--- src/rtl/nn_rnn_pkg.sv ---
// Shared types and saturation limits for the RNN backprop gradient path.
package nn_rnn_pkg;

  typedef enum logic [1:0] {
    ST_IDLE = 2'd0,
    ST_ACC  = 2'd1,
    ST_DONE = 2'd2
  } state_t;

  // Symmetric saturation limits for an nb-bit signed count (nb <= 31).
  // The most negative two's complement code is deliberately excluded.
  function automatic int sat_max(input int nb);
    return (2 ** (nb - 1)) - 1;
  endfunction

  function automatic int sat_min(input int nb);
    return -((2 ** (nb - 1)) - 1);
  endfunction

endpackage

--- src/rtl/nn_grad_acc.sv ---
// One gradient channel: stochastic AND, registered gradient bit and a
// signed, symmetric-saturating up/down counter with clear and enable.
module nn_grad_acc
  import nn_rnn_pkg::*;
#(
  parameter int NB = 16
) (
  input  logic                 i_clk,
  input  logic                 i_rst_n,
  input  logic                 i_clr,
  input  logic                 i_en,
  input  logic                 i_delta,
  input  logic                 i_sgn,
  input  logic                 i_a,
  output logic                 o_g,
  output logic signed [NB-1:0] o_acc_nxt
);

  localparam logic signed [NB-1:0] ACC_MAX = NB'(sat_max(NB));
  localparam logic signed [NB-1:0] ACC_MIN = NB'(sat_min(NB));
  localparam logic signed [NB-1:0] ONE     = NB'(1);

  logic                 w_g;
  logic signed [NB-1:0] r_acc;

  // One step toward the sign of delta, clamped at the symmetric limits.
  function automatic logic signed [NB-1:0] sat_step(input logic signed [NB-1:0] v,
                                                     input logic dn);
    logic signed [NB-1:0] res;
    if (dn) res = (v == ACC_MIN) ? v : v - ONE;
    else    res = (v == ACC_MAX) ? v : v + ONE;
    return res;
  endfunction

  assign w_g = i_en & i_delta & i_a;

  // Next accumulator value; exported so the top can capture the window's
  // final count on the same edge that accepts the last sample.
  always_comb begin
    o_acc_nxt = r_acc;
    if (i_clr)    o_acc_nxt = '0;
    else if (w_g) o_acc_nxt = sat_step(r_acc, i_sgn);
  end

  // Accumulator and registered magnitude-only gradient bit.
  always_ff @(posedge i_clk or negedge i_rst_n) begin
    if (!i_rst_n) begin
      r_acc <= '0;
      o_g   <= 1'b0;
    end else begin
      r_acc <= o_acc_nxt;
      o_g   <= w_g;
    end
  end

endmodule

--- src/rtl/nn_rnn_dnode_acc.sv ---
// Recurrent backprop node: forms alpha/gamma/beta stochastic gradient bits
// and accumulates them over one BPTT window of NT * 2^LW valid samples,
// publishing the final counts with a one-cycle done pulse.
module nn_rnn_dnode_acc
  import nn_rnn_pkg::*;
#(
  parameter int NB = 16,
  parameter int NN = 3,
  parameter int NR = 3,
  parameter int NT = 6,
  parameter int LW = 8
) (
  input  logic             CLK,
  input  logic             INIT,
  input  logic             start,
  input  logic             in_valid,
  input  logic             delta,
  input  logic             delta_sgn,
  input  logic [NN-1:0]    atj,
  input  logic [NR-1:0]    atj_last,
  output logic [NN-1:0]    dalpha,
  output logic [NR-1:0]    dgamma,
  output logic             dbeta,
  output logic [NN*NB-1:0] dalpha_cnt,
  output logic [NR*NB-1:0] dgamma_cnt,
  output logic [NB-1:0]    dbeta_cnt,
  output logic             busy,
  output logic             done
);

  localparam int SW = (NT > 1) ? $clog2(NT) : 1;

  state_t           r_st;
  state_t           w_st_nxt;
  logic [LW-1:0]    r_samp;
  logic [SW-1:0]    r_step;
  logic             w_clr;
  logic             w_en;
  logic             w_last;
  logic [NN*NB-1:0] w_alpha_nxt;
  logic [NR*NB-1:0] w_gamma_nxt;
  logic [NB-1:0]    w_beta_nxt;
  logic [NN*NB-1:0] r_alpha_cnt;
  logic [NR*NB-1:0] r_gamma_cnt;
  logic [NB-1:0]    r_beta_cnt;

  assign w_clr  = (r_st == ST_IDLE) && start;
  assign w_en   = (r_st == ST_ACC) && in_valid;
  assign w_last = w_en && (r_step == SW'(NT - 1)) && (&r_samp);

  assign busy       = (r_st == ST_ACC);
  assign done       = (r_st == ST_DONE);
  assign dalpha_cnt = r_alpha_cnt;
  assign dgamma_cnt = r_gamma_cnt;
  assign dbeta_cnt  = r_beta_cnt;

  // Window state register.
  always_ff @(posedge CLK or negedge INIT) begin
    if (!INIT) r_st <= ST_IDLE;
    else       r_st <= w_st_nxt;
  end

  // Next state: start only honoured in IDLE; DONE always lasts one cycle.
  always_comb begin
    w_st_nxt = r_st;
    case (r_st)
      ST_IDLE: if (start)  w_st_nxt = ST_ACC;
      ST_ACC:  if (w_last) w_st_nxt = ST_DONE;
      ST_DONE: w_st_nxt = ST_IDLE;
      default: w_st_nxt = ST_IDLE;
    endcase
  end

  // Sample/step position within the window; sample wraps into step.
  always_ff @(posedge CLK or negedge INIT) begin
    if (!INIT) begin
      r_samp <= '0;
      r_step <= '0;
    end else if (w_clr) begin
      r_samp <= '0;
      r_step <= '0;
    end else if (w_en) begin
      r_samp <= r_samp + 1'b1;
      if (&r_samp) r_step <= r_step + 1'b1;
    end
  end

  // Publish counts, including the last sample, on the edge entering DONE.
  always_ff @(posedge CLK or negedge INIT) begin
    if (!INIT) begin
      r_alpha_cnt <= '0;
      r_gamma_cnt <= '0;
      r_beta_cnt  <= '0;
    end else if (w_last) begin
      r_alpha_cnt <= w_alpha_nxt;
      r_gamma_cnt <= w_gamma_nxt;
      r_beta_cnt  <= w_beta_nxt;
    end
  end

  for (genvar n = 0; n < NN; n++) begin : g_alpha
    nn_grad_acc #(.NB(NB)) u_acc (
      .i_clk     (CLK),
      .i_rst_n   (INIT),
      .i_clr     (w_clr),
      .i_en      (w_en),
      .i_delta   (delta),
      .i_sgn     (delta_sgn),
      .i_a       (atj[n]),
      .o_g       (dalpha[n]),
      .o_acc_nxt (w_alpha_nxt[n*NB +: NB])
    );
  end

  for (genvar r = 0; r < NR; r++) begin : g_gamma
    nn_grad_acc #(.NB(NB)) u_acc (
      .i_clk     (CLK),
      .i_rst_n   (INIT),
      .i_clr     (w_clr),
      .i_en      (w_en),
      .i_delta   (delta),
      .i_sgn     (delta_sgn),
      .i_a       (atj_last[r]),
      .o_g       (dgamma[r]),
      .o_acc_nxt (w_gamma_nxt[r*NB +: NB])
    );
  end

  nn_grad_acc #(.NB(NB)) u_beta (
    .i_clk     (CLK),
    .i_rst_n   (INIT),
    .i_clr     (w_clr),
    .i_en      (w_en),
    .i_delta   (delta),
    .i_sgn     (delta_sgn),
    .i_a       (1'b1),
    .o_g       (dbeta),
    .o_acc_nxt (w_beta_nxt)
  );

endmodule

--- config.mk ---
export PLATFORM = sky130hd
export DESIGN_NAME = nn_rnn_dnode_acc
export DESIGN_NICKNAME = d
export VERILOG_FILES = /design/src/rtl/nn_rnn_pkg.sv /design/src/rtl/nn_grad_acc.sv /design/src/rtl/nn_rnn_dnode_acc.sv
export SDC_FILE = /design/constraint.sdc
export NUM_CORES = 1
export LEC_CHECK = 0
export CAP_MARGIN = 10
export CORE_MARGIN = 8
export CORE_UTILIZATION = 53
export DETAILED_ROUTE_END_ITERATION = 10
export HOLD_SLACK_MARGIN = 0.1
export PLACE_DENSITY = 0.82
export SLEW_MARGIN = 5
export SYNTH_ARGS = -nofsm -noshare
export SYNTH_HDL_FRONTEND = slang
export SYNTH_HIERARCHICAL = 1
export SYNTH_SLANG_ARGS = --single-unit
--- constraint.sdc ---
create_clock -name CLK -period 2.48 [get_ports CLK]
set_input_delay 0.496 -clock CLK [delete_from_list [all_inputs] [get_ports CLK]]
set_output_delay 0.496 -clock CLK [all_outputs]
set_load 0.005 [all_outputs]
==> flow_summary_export.csv <==
group,metric,value,unit
critical_path,r2r_end,"dbeta_cnt[3]",
critical_path,crit_chain,"or4_4 -> or4_4 -> nor4b_4 -> a41oi_2 -> mux2_4 -> mux2_4",
clock_tree,clock_sinks,244,
synth,synth_top_cell_by_area,"dfrtp_1",
critical_path,endpoint,"dbeta_cnt[3]",
synth,synthCells,1495,
critical_path,cp_data_arrival_time,3.01,ns
clock_tree,clk_latency,0.55,ns
power_and_ir_drop,ir_drop,0.651,mV
sta,period_share,1.04,
sta,setup_viol,3,
drt,viasPerCell,6.14,
floorplan,ios,133,
place,post-place-ws,-0.457,ns
synth,netlist_area,15500,um^2
synth,ys_ff_latch,244,
clock_tree,ctsHtreeMaxLevel,1,
layout,drive_gt1_frac,0.284,
floorplan,die_h,187,um
power_and_ir_drop,power_per_cell_area,903,nW/um^2
drt,route.vias.total,13300,
sta,clock.fmax,389,MHz
place,hpwl,30.4,mm
clock_tree,cts-root-buf,"clkbuf_16",
drt,ant_nets,0,
critical_path,r2r_slack,-0.09,ns
place,place_congestion,0.955,
min_path,hold_class,"in2reg",
layout,seq_area,6110,um^2
sta,tightest_slew,0.528,ns
layout,n_antenna_cell,0,
critical_path,startpoint_type,"flip-flop",
sta,relSlewSlack,0.645,
power_and_ir_drop,leakage,8.42,nW
layout,final_nets,1798,
status,violations,"negative setup slack",
clock_tree,cts.clk_slew.worst_paths,0.06,ns
floorplan,rows,62,
floorplan,coreArea,28700,um^2
synth,ys_async_sr_fraction,1.00,
synth,ys_warn_count,6,
critical_path,cp_slowest_cell,"or4_4",
global_routing,gr-total-overflow,0,
global_routing,grt_pass1_wl,69.6,mm
critical_path,rr_worst_depth,6,
drt,wire_per_inst,19.6,um
global_routing,grt_usage,0.234,
clock_tree,cts_made_buffers,27,
layout,multi_input_area,8900,um^2
clock_tree,cts_buffer_depth,3,
global_routing,antenna_found_initial,0,
synth,synth_area_leaders,"dfrtp_1 (39%), mux2_4 (6.9%), mux2_2 (4.2%)",
drt,drtIter0Drc,1310,
drt,remaining_drc_errors,0,
critical_path,worstPathRequired,2.92,ns
floorplan,die_w,187,um
synth,synth.distinct_cells,86,
power_and_ir_drop,total_power,17.7,mW
critical_path,path_buf_inv,0,
clock_tree,cts_tree,"built",
critical_path,critPathKind,"reg2reg",
critical_path,critPathMaxFanout,4,
global_routing,grt_start_max_net_pins,62,
sta,rsz0062_at_grt,"true",
sta,period_minus_slack,2.57,ns
global_routing,grt_pass1_vias,13300,
critical_path,startpoint,"u_beta/r_acc[13]",
layout,stdcell_count,2167,
synth,synth_edf_count,0,
synth,ys.flop_type,"dfrtp_1",
synth,synth_top_area_frac,0.395,
synth,yosys-top-cells-count,"dfrtp_1 (244), nor2_1 (123), nor3_1 (75), mux2_4 (71), nand3_1 (59)",
sta,setup_slack,-0.0890,ns
critical_path,r2r_start,"u_beta/r_acc[13]",
drt,wl,42.4,mm
synth,ys_seq_area_frac,0.395,
critical_path,cp_top_family,"simple AND/OR/NAND/NOR gates",
sta,skew,0.0231,ns
critical_path,cp.depth,6,
flow_run,maxCapViolCount,0,
status,status,"finished, violations left",
sta,drv_slew,0,
critical_path,end_kind,"flip-flop",
layout,fill_cells,2186,
sta,worst_hold_slack,0.460,ns
floorplan,initial_core_util,0.539,
layout,areaGrowthSynthToFinish,26.8,%
place,dp_cells,2114,
sta,final_hold_viol_count,0,
floorplan,die_area,34900,um^2
place,port_buffers,132,
synth,yosysMostFrequentCell,"dfrtp_1",
synth,syn_avg_cell_area,10.3,um^2
critical_path,max_stage_delay,0.60,ns
drt,first_pass_iters,5,
==> kinds of logic (layout without fill, tap and decap cells) <==
kind of cell	count (synthesis)	count (layout)	synth area share
xor gates and xnor gates	21	21	0.0119
AOI/OAI and AO/OA	257	257	0.120
other	1	2	0.000242
and+or+nand+nor	664	664	0.276
muxes	156	156	0.131
buffers and inverters	128	415	0.0467
adders and majority gates	24	24	0.0194
DFF	244	244	0.395
==> through the flow <==
stage                      util  setup TNS [ns]  instance area, um^2
after floorplan               -         -0.0623                15500
after global placement    0.640          -29.88                18400
after CTS                 0.675          -0.178                19400
after detailed placement  0.640          -36.06                18400
after global routing      0.683          -0.427                19600
final                     0.683          -0.152                19600
==> report_power, final <==
group / leakage (nW) / internal [mW] / switching (mW)
registers: 3.30 / 4.72 / 1.61
clock network: 0.479 / 2.69 / 1.71
logic: 4.64 / 3.39 / 3.59
==> worst reg2reg max path: stages, from the launching register on <==
cell	delay, ns
dfrtp_1	0.38
or4_4	0.56
or4_4	0.60
nor4b_4	0.16
a41oi_2	0.18
mux2_4	0.33
mux2_4	0.26
==> sequential cells by signal (all words and copies together) (netlist names) <==
name and flops:
dalpha_cnt 48, dbeta_cnt 16, dgamma_cnt 48, g_alpha.u_acc/o_g 3, g_alpha.u_acc/r_acc 48, g_gamma.u_acc/o_g 3, g_gamma.u_acc/r_acc 48, r_samp 8
r_st 2, r_step 3, u_beta/o_g 1, u_beta/r_acc 16
==> final cells by class <==
type	instances	share of cell area
sequential	244	0.312
clock inverter	19	0.0135
clock buffer	31	0.0362
inverter	40	0.00778
timing repair buffer	325	0.152
tap	384	0.0245
multi-input combinational	1124	0.454
==> how the worst min path moves through the flow <==
stage	startpoint	endpoint	slack, ns	cells after the start
4_1_cts	delta_sgn	g_alpha[1].u_acc/r_acc[1]	0.42	3
5_1_grt	delta_sgn	g_alpha[1].u_acc/r_acc[1]	0.48	3
3_5_place_dp	INIT	dalpha_cnt[13]	0.48	1
3_3_place_gp	INIT	dalpha_cnt[12]	0.47	1
2_1_floorplan	INIT	dalpha_cnt[0]	0.20	0
6_report	delta_sgn	g_alpha[1].u_acc/r_acc[1]	0.46	3
==> what timing repair did <==
action,4_1_cts,5_1_grt
hold endpoints to repair,55,0
setup buffers,0,2
pin swaps,5,4
hold buffers,1,0
endpoints found under the setup margin,4,47
gates resized for setup,3,42
==> cell usage in the layout (no fill, tap or decap), types with 8 or more instances in the layout <==
| cell type | netlist | final |
|---|---|---|
| mux2_4 | 71 | 74 |
| a21o_1 | 13 | 12 |
| nand4_1 | 33 | 33 |
| and4b_1 | 12 | 12 |
| dfrtp_1 | 244 | 238 |
| a31oi_1 | 29 | 29 |
| buf_4 | 6 | 176 |
| buf_12 | 8 | 17 |
| clkbuf_16 | 0 | 27 |
| nor3_2 | 5 | 12 |
| o21a_1 | 16 | 16 |
| nand2b_1 | 9 | 9 |
| a41oi_1 | 8 | 8 |
| nand4b_1 | 17 | 17 |
| ha_1 | 24 | 24 |
| nor2b_1 | 46 | 46 |
| mux2_2 | 57 | 55 |
| a22oi_1 | 8 | 8 |
| o21ai_0 | 41 | 40 |
| or4_4 | 16 | 18 |
| nand3_1 | 59 | 58 |
| nor2_1 | 123 | 122 |
| a21oi_1 | 43 | 43 |
| nor3_1 | 75 | 68 |
| nand2_1 | 57 | 57 |
| xnor2_1 | 14 | 14 |
| or3_1 | 20 | 19 |
| or4_1 | 12 | 10 |
| nor4_2 | 26 | 28 |
| inv_1 | 37 | 37 |
| and3_1 | 20 | 20 |
| o21ai_1 | 10 | 11 |
| nor4_1 | 39 | 33 |
| and4_1 | 26 | 26 |
| nor4_4 | 6 | 10 |
| mux2_1 | 27 | 26 |
| clkdlybuf4s50_1 | 0 | 130 |
| nand4_2 | 10 | 8 |
==> metal layers <==
metal  global-route usage  vias up  part of all wire
met3               0.0384       83             0.056
met1                0.302     6545              0.43
met2                0.402      439              0.49
li1                     -     6232                 -
met5                    0        -                 0
met4               0.0648        0             0.025
Note: power is estimated with default switching activity, not from simulation.
